==> src/rtl/reg_file_pkg.sv <==
// Shared constants and types for the architectural integer register file.
package reg_file_pkg;

    localparam int N        = 32;
    localparam int ADDR_W   = 5;
    localparam int DEPTH    = 32;
    localparam int ZERO_REG = 0;

    typedef logic [ADDR_W-1:0] reg_addr_t;
    typedef logic [N-1:0]      reg_data_t;

endpackage

==> src/rtl/reg_file_rd_port.sv <==
// One combinational read port of the register file: address decode,
// register 0 forced to zero, and the write-through bypass compare when
// REG_FILE_BYPASS_EN is defined.
module reg_file_rd_port
    import reg_file_pkg::*;
#(
    parameter int N      = reg_file_pkg::N,
    parameter int ADDR_W = reg_file_pkg::ADDR_W,
    parameter int DEPTH  = reg_file_pkg::DEPTH
) (
    input  logic              reset,
    input  logic [ADDR_W-1:0] addr,
    input  logic [N-1:0]      regs [DEPTH],
    input  logic              reg_write,
    input  logic [ADDR_W-1:0] rd_addr,
    input  logic [N-1:0]      wr_data,
    output logic [N-1:0]      data
);

`ifndef REG_FILE_BYPASS_EN
    // The bypass inputs only matter when the forwarding path is built.
    logic unused_bypass;
    assign unused_bypass = &{1'b0, reset, reg_write, rd_addr, wr_data};
`endif

    // Select the stored value, forward the in-flight write if enabled, and
    // keep register 0 reading as zero regardless of storage contents.
    always_comb begin
        data = '0;
        if (addr != ADDR_W'(ZERO_REG)) begin
            data = regs[addr];
`ifdef REG_FILE_BYPASS_EN
            if (!reset && reg_write && (rd_addr != ADDR_W'(ZERO_REG)) &&
                (rd_addr == addr)) begin
                data = wr_data;
            end
`endif
        end
    end

endmodule

==> src/rtl/reg_file.sv <==
// Architectural integer register file: two operand read ports, one debug
// read port, one clocked write port and a retired-write counter.
// Optional macro REG_FILE_BYPASS_EN enables same-cycle write-through to reads.
module reg_file
    import reg_file_pkg::*;
#(
    parameter int N      = reg_file_pkg::N,
    parameter int ADDR_W = reg_file_pkg::ADDR_W,
    parameter int DEPTH  = reg_file_pkg::DEPTH,
    parameter int CNT_W  = 32
) (
    input  logic              clk,
    input  logic              reset,
    input  logic [ADDR_W-1:0] rs1_addr,
    input  logic [ADDR_W-1:0] rs2_addr,
    input  logic [ADDR_W-1:0] rd_addr,
    input  logic [N-1:0]      wr_data,
    input  logic              reg_write,
    output logic [N-1:0]      rs1_data,
    output logic [N-1:0]      rs2_data,
    input  logic [ADDR_W-1:0] dbg_addr,
    output logic [N-1:0]      dbg_data,
    output logic [CNT_W-1:0]  wr_count
);

    logic [N-1:0] regs [DEPTH];
    logic         write_ok;

    assign write_ok = reg_write && (rd_addr != ADDR_W'(ZERO_REG));

    // Storage and write counter; reset wins over a coincident write, and
    // writes to register 0 are dropped so it never holds a nonzero value.
    always_ff @(posedge clk) begin
        if (reset) begin
            for (int i = 0; i < DEPTH; i++) begin
                regs[i] <= '0;
            end
            wr_count <= '0;
        end else if (write_ok) begin
            regs[rd_addr] <= wr_data;
            wr_count      <= wr_count + CNT_W'(1);
        end
    end

    reg_file_rd_port #(.N(N), .ADDR_W(ADDR_W), .DEPTH(DEPTH)) u_rs1 (
        .reset     (reset),
        .addr      (rs1_addr),
        .regs      (regs),
        .reg_write (reg_write),
        .rd_addr   (rd_addr),
        .wr_data   (wr_data),
        .data      (rs1_data)
    );

    reg_file_rd_port #(.N(N), .ADDR_W(ADDR_W), .DEPTH(DEPTH)) u_rs2 (
        .reset     (reset),
        .addr      (rs2_addr),
        .regs      (regs),
        .reg_write (reg_write),
        .rd_addr   (rd_addr),
        .wr_data   (wr_data),
        .data      (rs2_data)
    );

    reg_file_rd_port #(.N(N), .ADDR_W(ADDR_W), .DEPTH(DEPTH)) u_dbg (
        .reset     (reset),
        .addr      (dbg_addr),
        .regs      (regs),
        .reg_write (reg_write),
        .rd_addr   (rd_addr),
        .wr_data   (wr_data),
        .data      (dbg_data)
    );

endmodule
==> config.mk <==
export PLATFORM = sky130hd
export DESIGN_NAME = reg_file
export DESIGN_NICKNAME = d
export VERILOG_FILES = /design/src/rtl/reg_file_pkg.sv /design/src/rtl/reg_file_rd_port.sv /design/src/rtl/reg_file.sv
export SDC_FILE = /design/constraint.sdc
export NUM_CORES = 2
export LEC_CHECK = 0
export CAP_MARGIN = 20
export CORE_MARGIN = 1.5
export CORE_UTILIZATION = 45
export DETAILED_ROUTE_END_ITERATION = 6
export HOLD_SLACK_MARGIN = 0.03
export PLACE_DENSITY = 0.61
export SLEW_MARGIN = 5
export SYNTH_ARGS = -nofsm -noshare
export SYNTH_HDL_FRONTEND = slang
export SYNTH_SLANG_ARGS = --single-unit
==> constraint.sdc <==
create_clock -name clk -period 3.3 [get_ports clk]
set_input_delay 0.66 -clock clk [delete_from_list [all_inputs] [get_ports clk]]
set_output_delay 0.66 -clock clk [all_outputs]
set_load 0.005 [all_outputs]
==> run metrics <==
Post-Syn Area per Cell 9.018 sq um; post-synthesis cell area 61510 sq um; status complete, but fails checks; CP endpoint kind output pin; WL per Instance 31.68 microns; nets 7507; Reg clk slew, reported paths 0.05 ns; grt ovf 0; sum of negative setup slack -4.538 ns; setup slack, reg-to-reg 1.37 ns; reg2reg path depth 5; Area Growth Syn to Fin 33.70%; initial DRC count 10706; EDFF count, synth 0; Max-slew headroom 41.90%; prevailing post-synth register cell dfxtp_1; H-Tree Level Count 3; Initial Util 45.40%; final worst setup slack -0.1906 ns; fin util 60.70%; Max Buffers Root-to-Sink 3; crit start category input pin; Design Area, Final 82230 sq um; placed instance area 70780 sq um; Clock Tree Root clkbuf_16; initial antenna violation count 8; CTS tree done; number of vias per cell 6.823; IO Port Bufs 182; final non-filler cell total 9336; Detailed Route WL 295.8 mm; RSZ-0062 raised after global routing true; Clock Skews 0.01545 ns; Clk Latency, worst-skew pair 0.76 ns; maxcap violations 0; syn_nets 6876; layout cells sized above 1 35.15%; Setup Viol. Count Final 59; Synth cell types 59; Hold Crit Class in -> reg; Max Clk Rate 286.5 MHz; Num CTS Buffers 119; fin crit share 105.8%; actual slew at the worst max-slew pin 0.8715 ns; synthesized instance count 6820; worst-path fanout max 6; global-route wire length before repair 420.5 mm; Final Hold Viols 0; WP data required 2.64 ns; vias in the first global route 59713; GRT Resource Usage Total 41.04%; area leader, netlist dfxtp_1; # rows 135; Synth Warn # 0; register bit total from synthesis 1056; hold path depth 2; DRC violations left 1; CORE AREA 135500 sq um; failing checks design-rule violations, negative setup slack; Sink Count 1056; Synth top area share 34.37%; DP HPWL 189.2 mm; Seq/Total Area, Yosys 34.37%; die height 372.7 microns; DR vias 63698; r2r endpoint wr_count[31]$_SDFFE_PP0P_; Critical R2R Launch wr_count[8]$_SDFFE_PP0P_; end of the worst hold path regs[636]$_SDFFE_PP0P_; maximum VDD drop 0.5166 mV; IO Pins 183; most used cells in the layout excluding fill and tap cells 1996 x nand2_1, 1090 x a21oi_1, 838 x dfxtp_1; total power 32720 uW; most common cell after layout, fill and taps aside nand2_1; routability cong. 1.021; top post-synthesis cells by area dfxtp_1 34%, mux4_2 22%, nand2_1 12%; largest net degree at the start of global routing 133; die width 372.7 microns; die area 138900 sq um; P per Cell Area 397.9 nW/um^2; Post-synth ARST share 0%; hold_sp reset; Leakage 0.02901 uW; drt pass-1 iters 7; Worst EP arrival 2.83 ns; Tmin final 3.491 ns; placed cell count 8830; Crit Path Class in -> out; DRT antenna net count 0; Slew Limit Fails 0
[metal layers]
metal,global-route usage [%],up-vias,wire (microns)
li1,-,25952,-
met1,53.16,30973,104800
met2,58.57,5490,123000
met3,14.76,1271,47240
met4,24.27,12,20520
met5,0,-,218
[critical path, cell delays in order]
cell and delay [ns]:
buf_16 0.13, buf_16 0.12, buf_12 0.15, buf_12 0.13, buf_6 0.10, mux4_2 0.49, mux4_2 0.61, o22ai_4 0.17
nor3_4 0.10, buf_2 0.16
[what timing repair did]
action,CTS,global route
hold buffers,0,0
resized for setup,1259,181
pin swaps,204,104
endpoints found under the setup margin,96,91
gates cloned,23,1
buffers inserted,273,66
[state kept, by name (all words and copies together), names as in the netlist]
signal,count
regs,1024
wr_count,32
[where the power goes]
part / internal [uW] / switching (uW)
sequential: 12800 / 101
combinational: 2160 / 2830
clock: 8720 / 6080
[cell usage after synthesis, drive strengths merged (2+ instances only)]
master / instances
mux2: 57
and4bb: 3
buf: 191
o211ai: 2
and2: 31
nor2: 32
or3: 9
mux4: 592
and3: 5
xor2: 2
o32ai: 20
nand4: 11
or2: 5
nand4b: 3
o21ai: 7
and4: 5
o2111ai: 4
clkbuf: 551
nand2: 2022
clkinv: 2
nand4bb: 2
dfxtp: 1056
o31ai: 22
a22o: 36
nor3: 53
a211oi: 61
a21oi: 1099
o22ai: 71
a22oi: 169
nand3: 11
and3b: 2
nor4: 25
or3b: 2
a2111oi: 37
a221oi: 2
nor2b: 101
and4b: 4
or4: 23
mux2i: 426
o221ai: 26
a31oi: 17
nand2b: 4
nand3b: 6
inv: 5
[how the worst max path moves through the flow]
stage	startpoint	endpoint	slack, ns
6_report	rs1_addr[1]	rs1_data[0]	-0.19
5_1_grt	rs1_addr[1]	rs1_data[0]	-0.19
4_1_cts	dbg_addr[1]	dbg_data[28]	-0.14
3_5_place_dp	rs2_addr[3]	rs2_data[8]	-1.18
3_3_place_gp	dbg_addr[1]	dbg_data[16]	-1.48
2_1_floorplan	dbg_addr[1]	dbg_data[12]	0.35
[cell type report]
| type | count | area, sq um |
|---|---|---|
| antenna | 2 | 5.005 |
| clock buffer | 164 | 3451 |
| clock inverter | 59 | 839.6 |
| fill | 11045 | 53230 |
| inverter | 7 | 27.53 |
| multi-input combinational | 5016 | 40610 |
| sequential | 1056 | 21420 |
| tap | 1781 | 2228 |
| timing repair buffer | 1251 | 13650 |
[metrics by stage]
stage,hold slack (ns),setup slack [ns]
final,0.3002,-0.1906
after global routing,0.3334,-0.1885
after CTS,0.2790,-0.1402
after detailed placement,0.4720,-1.179
after global placement,0.4592,-1.476
after floorplan,0.4527,0.3518
[kinds of logic (layout without fill, tap and decap cells)]
family                     Yosys count  count (layout)  synth area share, %
and+or+nand+nor                   2360            2361                15.73
other                                0               2                    0
adders and majority gates            1               1              0.02034
buffers and inverters              749            1481                5.362
DFF                               1056            1056                34.37
muxes                             1075            1075                29.65
xor gates and xnor gates             3               3              0.04273
AOI/OAI and AO/OA                 1576            1576                14.82
No activity file was read; power rests on OpenSTA's default activity.
